`config.mk`:
```
export PLATFORM = sky130hd
export DESIGN_NAME = esop_seq_eval
export DESIGN_NICKNAME = d
export VERILOG_FILES = /design/src/rtl/esop_seq_eval.sv
export SDC_FILE = /design/constraint.sdc
export NUM_CORES = 2
export LEC_CHECK = 0
export BUFFER_PORTS_ARGS = -buffer_cell sky130_fd_sc_hd__clkbuf_2
export CORE_MARGIN = 2
export CORE_UTILIZATION = 31
export CTS_CLUSTER_DIAMETER = 30
export DETAILED_ROUTE_END_ITERATION = 10
export HOLD_SLACK_MARGIN = 0.05
export PLACE_DENSITY = 0.53
export SLEW_MARGIN = 40
export SYNTH_ARGS = -nofsm -noshare
export SYNTH_HDL_FRONTEND = slang
export SYNTH_SLANG_ARGS = --single-unit
```
`constraint.sdc`:
```
create_clock -name clk -period 5.9 [get_ports clk]
set_clock_uncertainty 0.2 [all_clocks]
set_input_delay 0.59 -clock clk [delete_from_list [all_inputs] [get_ports clk]]
set_output_delay 0.59 -clock clk [all_outputs]
set_load 0.005 [all_outputs]
```
`src/rtl/esop_seq_eval.sv`:
```
// Sequential ESOP evaluator: cube list held in a register file, LANES cubes per cycle
// are ANDed against the latched input and XORed into per-output parity accumulators.
module esop_seq_eval #(
  parameter int NUM_IN    = 10,
  parameter int NUM_OUT   = 1,
  parameter int MAX_CUBES = 128,
  parameter int LANES     = 1
) (
  input  logic                           clk,
  input  logic                           rst,
  input  logic                           cfg_we,
  input  logic [$clog2(MAX_CUBES)-1:0]   cfg_addr,
  input  logic [2*NUM_IN-1:0]            cfg_cube,
  input  logic [NUM_OUT-1:0]             cfg_omask,
  input  logic                           cfg_cnt_we,
  input  logic [$clog2(MAX_CUBES+1)-1:0] cfg_cnt,
  output logic                           cfg_ready,
  input  logic                           in_valid,
  output logic                           in_ready,
  input  logic [NUM_IN-1:0]              in_x,
  output logic                           out_valid,
  input  logic                           out_ready,
  output logic [NUM_OUT-1:0]             out_f,
  output logic                           busy
);

  localparam int AW = $clog2(MAX_CUBES);
  localparam int CW = $clog2(MAX_CUBES+1);
  localparam int IW = $clog2(MAX_CUBES+LANES);
  localparam int SW = IW + 1;

  typedef enum logic [1:0] {IDLE, EVAL, DONE} state_t;

  state_t              state, state_nxt;
  logic [2*NUM_IN-1:0] cube_mem  [MAX_CUBES];
  logic [NUM_OUT-1:0]  omask_mem [MAX_CUBES];
  logic [CW-1:0]       cnt, cnt_new, cnt_eff;
  logic [IW-1:0]       idx;
  logic [NUM_IN-1:0]   x_q;
  logic [NUM_OUT-1:0]  acc, acc_nxt, lane_xor;
  logic [SW-1:0]       lane_idx;
  logic                last_step;

  function automatic logic cube_hit(input logic [2*NUM_IN-1:0] c, input logic [NUM_IN-1:0] x);
    logic h;
    h = 1'b1;
    for (int i = 0; i < NUM_IN; i++) begin
      case (c[2*i +: 2])
        2'b01:   if (!x[i]) h = 1'b0;
        2'b10:   if (x[i])  h = 1'b0;
        2'b11:   h = 1'b0;
        default: ;
      endcase
    end
    return h;
  endfunction

  assign cnt_new = (cfg_cnt > CW'(MAX_CUBES)) ? CW'(MAX_CUBES) : cfg_cnt;
  // A count written in the same cycle as an accepted input governs that evaluation.
  assign cnt_eff = cfg_cnt_we ? cnt_new : cnt;

  assign cfg_ready = (state == IDLE);
  assign in_ready  = (state == IDLE);
  assign busy      = (state != IDLE);

  always_ff @(posedge clk) begin
    if (state == IDLE && cfg_we && (int'(cfg_addr) < MAX_CUBES)) begin
      cube_mem[cfg_addr]  <= cfg_cube;
      omask_mem[cfg_addr] <= cfg_omask;
    end
  end

  always_comb begin
    lane_xor = '0;
    lane_idx = '0;
    for (int l = 0; l < LANES; l++) begin
      lane_idx = SW'(idx) + SW'(l);
      if (lane_idx < SW'(cnt) && cube_hit(cube_mem[lane_idx[AW-1:0]], x_q))
        lane_xor = lane_xor ^ omask_mem[lane_idx[AW-1:0]];
    end
  end

  assign acc_nxt   = acc ^ lane_xor;
  assign last_step = (SW'(idx) + SW'(LANES)) >= SW'(cnt);

  always_ff @(posedge clk) begin
    if (rst) state <= IDLE;
    else     state <= state_nxt;
  end

  always_comb begin
    state_nxt = state;
    case (state)
      IDLE:    if (in_valid) state_nxt = (cnt_eff != '0) ? EVAL : DONE;
      EVAL:    if (last_step) state_nxt = DONE;
      DONE:    if (out_ready) state_nxt = IDLE;
      default: state_nxt = IDLE;
    endcase
  end

  always_ff @(posedge clk) begin
    if (rst) begin
      cnt       <= '0;
      idx       <= '0;
      acc       <= '0;
      x_q       <= '0;
      out_f     <= '0;
      out_valid <= 1'b0;
    end else begin
      out_valid <= (state_nxt == DONE);
      case (state)
        IDLE: begin
          if (cfg_cnt_we) cnt <= cnt_new;
          if (in_valid) begin
            x_q <= in_x;
            acc <= '0;
            idx <= '0;
            if (cnt_eff == '0) out_f <= '0;
          end
        end
        EVAL: begin
          acc <= acc_nxt;
          idx <= idx + IW'(LANES);
          if (last_step) out_f <= acc_nxt;
        end
        default: ;
      endcase
    end
  end

endmodule

```
==> qor.yml <==
top_usage_layer: "met2"
hold_path_depth: 1
powerDensity_nw_per_um2: 393
cts_max_path_buffers: 4
fp.coreArea_um2: 340000
synth_top_family_by_area: "multiplexers"
relSlewSlack_pct: 40.3
fin_cells: 10700
leakagePower_nw: 40.6
grtUsageMet1_pct: 26.5
synthMuxAreaShare_pct: 15.0
cts_tree: "done"
syn_avg_cell_area_um2: 20.8
power.internal_mw: 40.1
root_buffer: "clkbuf_16"
routed_wl_mm: 350
drv_cap: 0
cts_buffers: 476
syn_area_um2: 106000
dieArea_um2: 346000
ant_nets: 0
fmax_ghz: 0.179
setup_violations: 0
multi_input_area_um2: 23100
synth_nets: 5154
avgRoutedWirePerCell_um: 32.7
hold_viol_final: 0
ir_worst_vdd_mv: 0.277
finalCritPeriodShare_pct: 94.8
syn_to_final_growth_pct: 23.6
rsz0062_at_grt: "false"
seqPwrFrac_pct: 41.7
dr.first_iter.drc_count: 7743
min_period_ns: 5.59
final_nets: 5814
clockPowerShare_pct: 53.4
cp_data_required_time_ns: 6.49
ios: 57
clock_latency_ns: 0.96
path_clk_slew_ns: 0.05
synthSimpleGateAreaFrac_pct: 2.92
status: "complete, no violations"
layout_commonest_cell: "edfxtp_1"
power_frac_comb_pct: 4.8
fillers: 30400
synth.distinct_cells: 80
worstPathArrival_ns: 6.19
track_usage_pct: 19.8
worstSetupPathType: "register to register"
swShare_pct: 22.1
grt_pass1_vias: 57300
placed_cells: 9747
route.detailed.drc: 0
dpl.hpwl_mm: 213
grt_max_degree: 86
die_w_um: 588
start_util_pct: 31.1
synth_xor_area_share_pct: 0.0580
start_kind: "register"
tns_ns: 0
min_path_type: "input pin to register"
rows: 214
ys_warn_count: 0
drive_gt1_share_pct: 31.7
worst_pin_slew_ns: 0.895
use_met3_pct: 3.89
synthArstFlopShare_pct: 0
r2r_cells: 14
post_cts_buffers: 0
cts_sinks: 2726
port_buffers: 56
first_pass_iters: 5
overflow: 0
synth-seq-area-share_pct: 77.1
vias_per_cell: 5.42
htreeDepth: 5
synth-adder-area-share_pct: 0.201
syn-instance-count: 5085
worstSetupEndpointType: "register"
synth-edff-count: 2688
use_met2_pct: 31.2
globalplace.congestion: 0.888
synth_compound_gate_area_share_pct: 3.27
final_cell_mix: "edfxtp_1, mux4_2, clkbuf_16"
cp_max_fo: 49
grt_pass1_wl_mm: 478
switchingPower_mw: 11.4
die_height_um: 588
synth-seq-cells: 2726
antenna_found_initial: 27
vias: 57900
regArea_um2: 81500
drv_slew: 0
synth_flop_cell: "edfxtp_1"
## cell families after synthesis
group           after synthesis
fa+ha+maj                    17
mux                         891
compound gates              489
buf+inv                     301
xor+xnor                      7
simple gates                654
flops                      2726
## worst max-delay path, cell delays in order (launching register included)
cell and delay [ns]:
dfxtp_4 0.79, buf_12 0.43, mux4_2 0.56, mux2i_1 0.55, nor3_1 0.11, nor4_2 0.36
nand4_1 0.24, nor4_1 0.49, buf_4 0.20, o221ai_1 0.18, buf_4 0.24, a2111oi_4 0.43
buf_4 0.22, xor2_1 0.07, a32o_2 0.21
## cell type report
type / count / area share, %
clock inverter: 326 / 2.89
timing repair buffer: 463 / 3.15
multi-input combinational: 2058 / 17.7
sequential: 2726 / 62.4
inverter: 20 / 0.0632
antenna: 13 / 0.0249
tap: 4536 / 4.34
clock buffer: 551 / 9.48
## worst paths after layout
path                                         end         start  slack [ns]
worst max register to register             out_f      register        0.31
worst min-delay path            cube_mem[38][14]  cfg_cube[14]        0.10
worst max-delay path                       out_f      register        0.31
worst min register to register            cnt[7]        cnt[7]        0.30
## stage by stage
stage               worst slack (ns)  util, %  total power [mW]  hold WS (ns)  instance area (um^2)
floorplan                       2.39        -              23.1         0.249                106000
global placement               0.166     33.5              24.2         0.268                114000
global route                   0.305     38.5              52.7        0.0980                131000
detailed placement             0.404     33.5              24.3         0.278                114000
CTS                            0.342     38.4              51.7        0.0539                130000
finish                         0.305     38.5              51.4         0.102                131000
## power groups by stage
stage / Clock, mW / Combinational, mW / Sequential [mW]
after floorplan: 0 / 1.35 / 21.8
after global placement: 0 / 2.42 / 21.8
after detailed placement: 0 / 2.45 / 21.8
after CTS: 27.8 / 2.49 / 21.4
after global routing: 28.7 / 2.60 / 21.4
final: 27.5 / 2.49 / 21.5
## per-layer routing
layer  wire length, um  up-vias  part of all wire, %
li1                  -    22800                    -
met1            140000    31300                   40
met2            163000     3135                   47
met3             30000      679                  8.6
met4             17200        4                  4.9
met5                27        -               0.0077
## what timing repair did
item,in CTS,in global routing
endpoints found under the setup margin,0,0
hold buffers,47,5
resized for setup,0,0
hold endpoints to repair,489,163
## cells in the mapped netlist, types with 13 or more instances
cell type | n | area, um^2
a31oi_1 | 17 | 106
inv_1 | 16 | 60.1
a211oi_1 | 22 | 165
nor2_1 | 208 | 781
buf_2 | 111 | 556
and2_1 | 14 | 87.6
a22oi_1 | 138 | 1040
nand2_1 | 156 | 586
o221ai_1 | 23 | 201
nand2b_1 | 16 | 100
o22ai_1 | 36 | 225
a21oi_1 | 88 | 440
dfxtp_1 | 38 | 761
o211ai_1 | 23 | 173
edfxtp_1 | 2688 | 80700
buf_4 | 23 | 173
nand4_1 | 53 | 332
buf_6 | 24 | 270
clkbuf_1 | 88 | 330
nor3_1 | 30 | 150
and3_1 | 17 | 106
mux2_2 | 25 | 282
a2111oi_0 | 20 | 175
ha_1 | 17 | 213
buf_1 | 31 | 116
mux2i_1 | 314 | 3140
nor4_1 | 13 | 81.3
nand3_1 | 73 | 365
mux4_2 | 551 | 12400
a221oi_1 | 13 | 114
o21ai_0 | 38 | 190
nor2b_1 | 39 | 244
## sequential cells by signal (all words and copies together), names as in the netlist, named ones only
name and cells:
out_valid 1, cnt 8, cube_mem 2560, omask_mem 128, acc 1, idx 8
state 2, out_f 1, x_q 10
(Power assumes the default switching activity.)
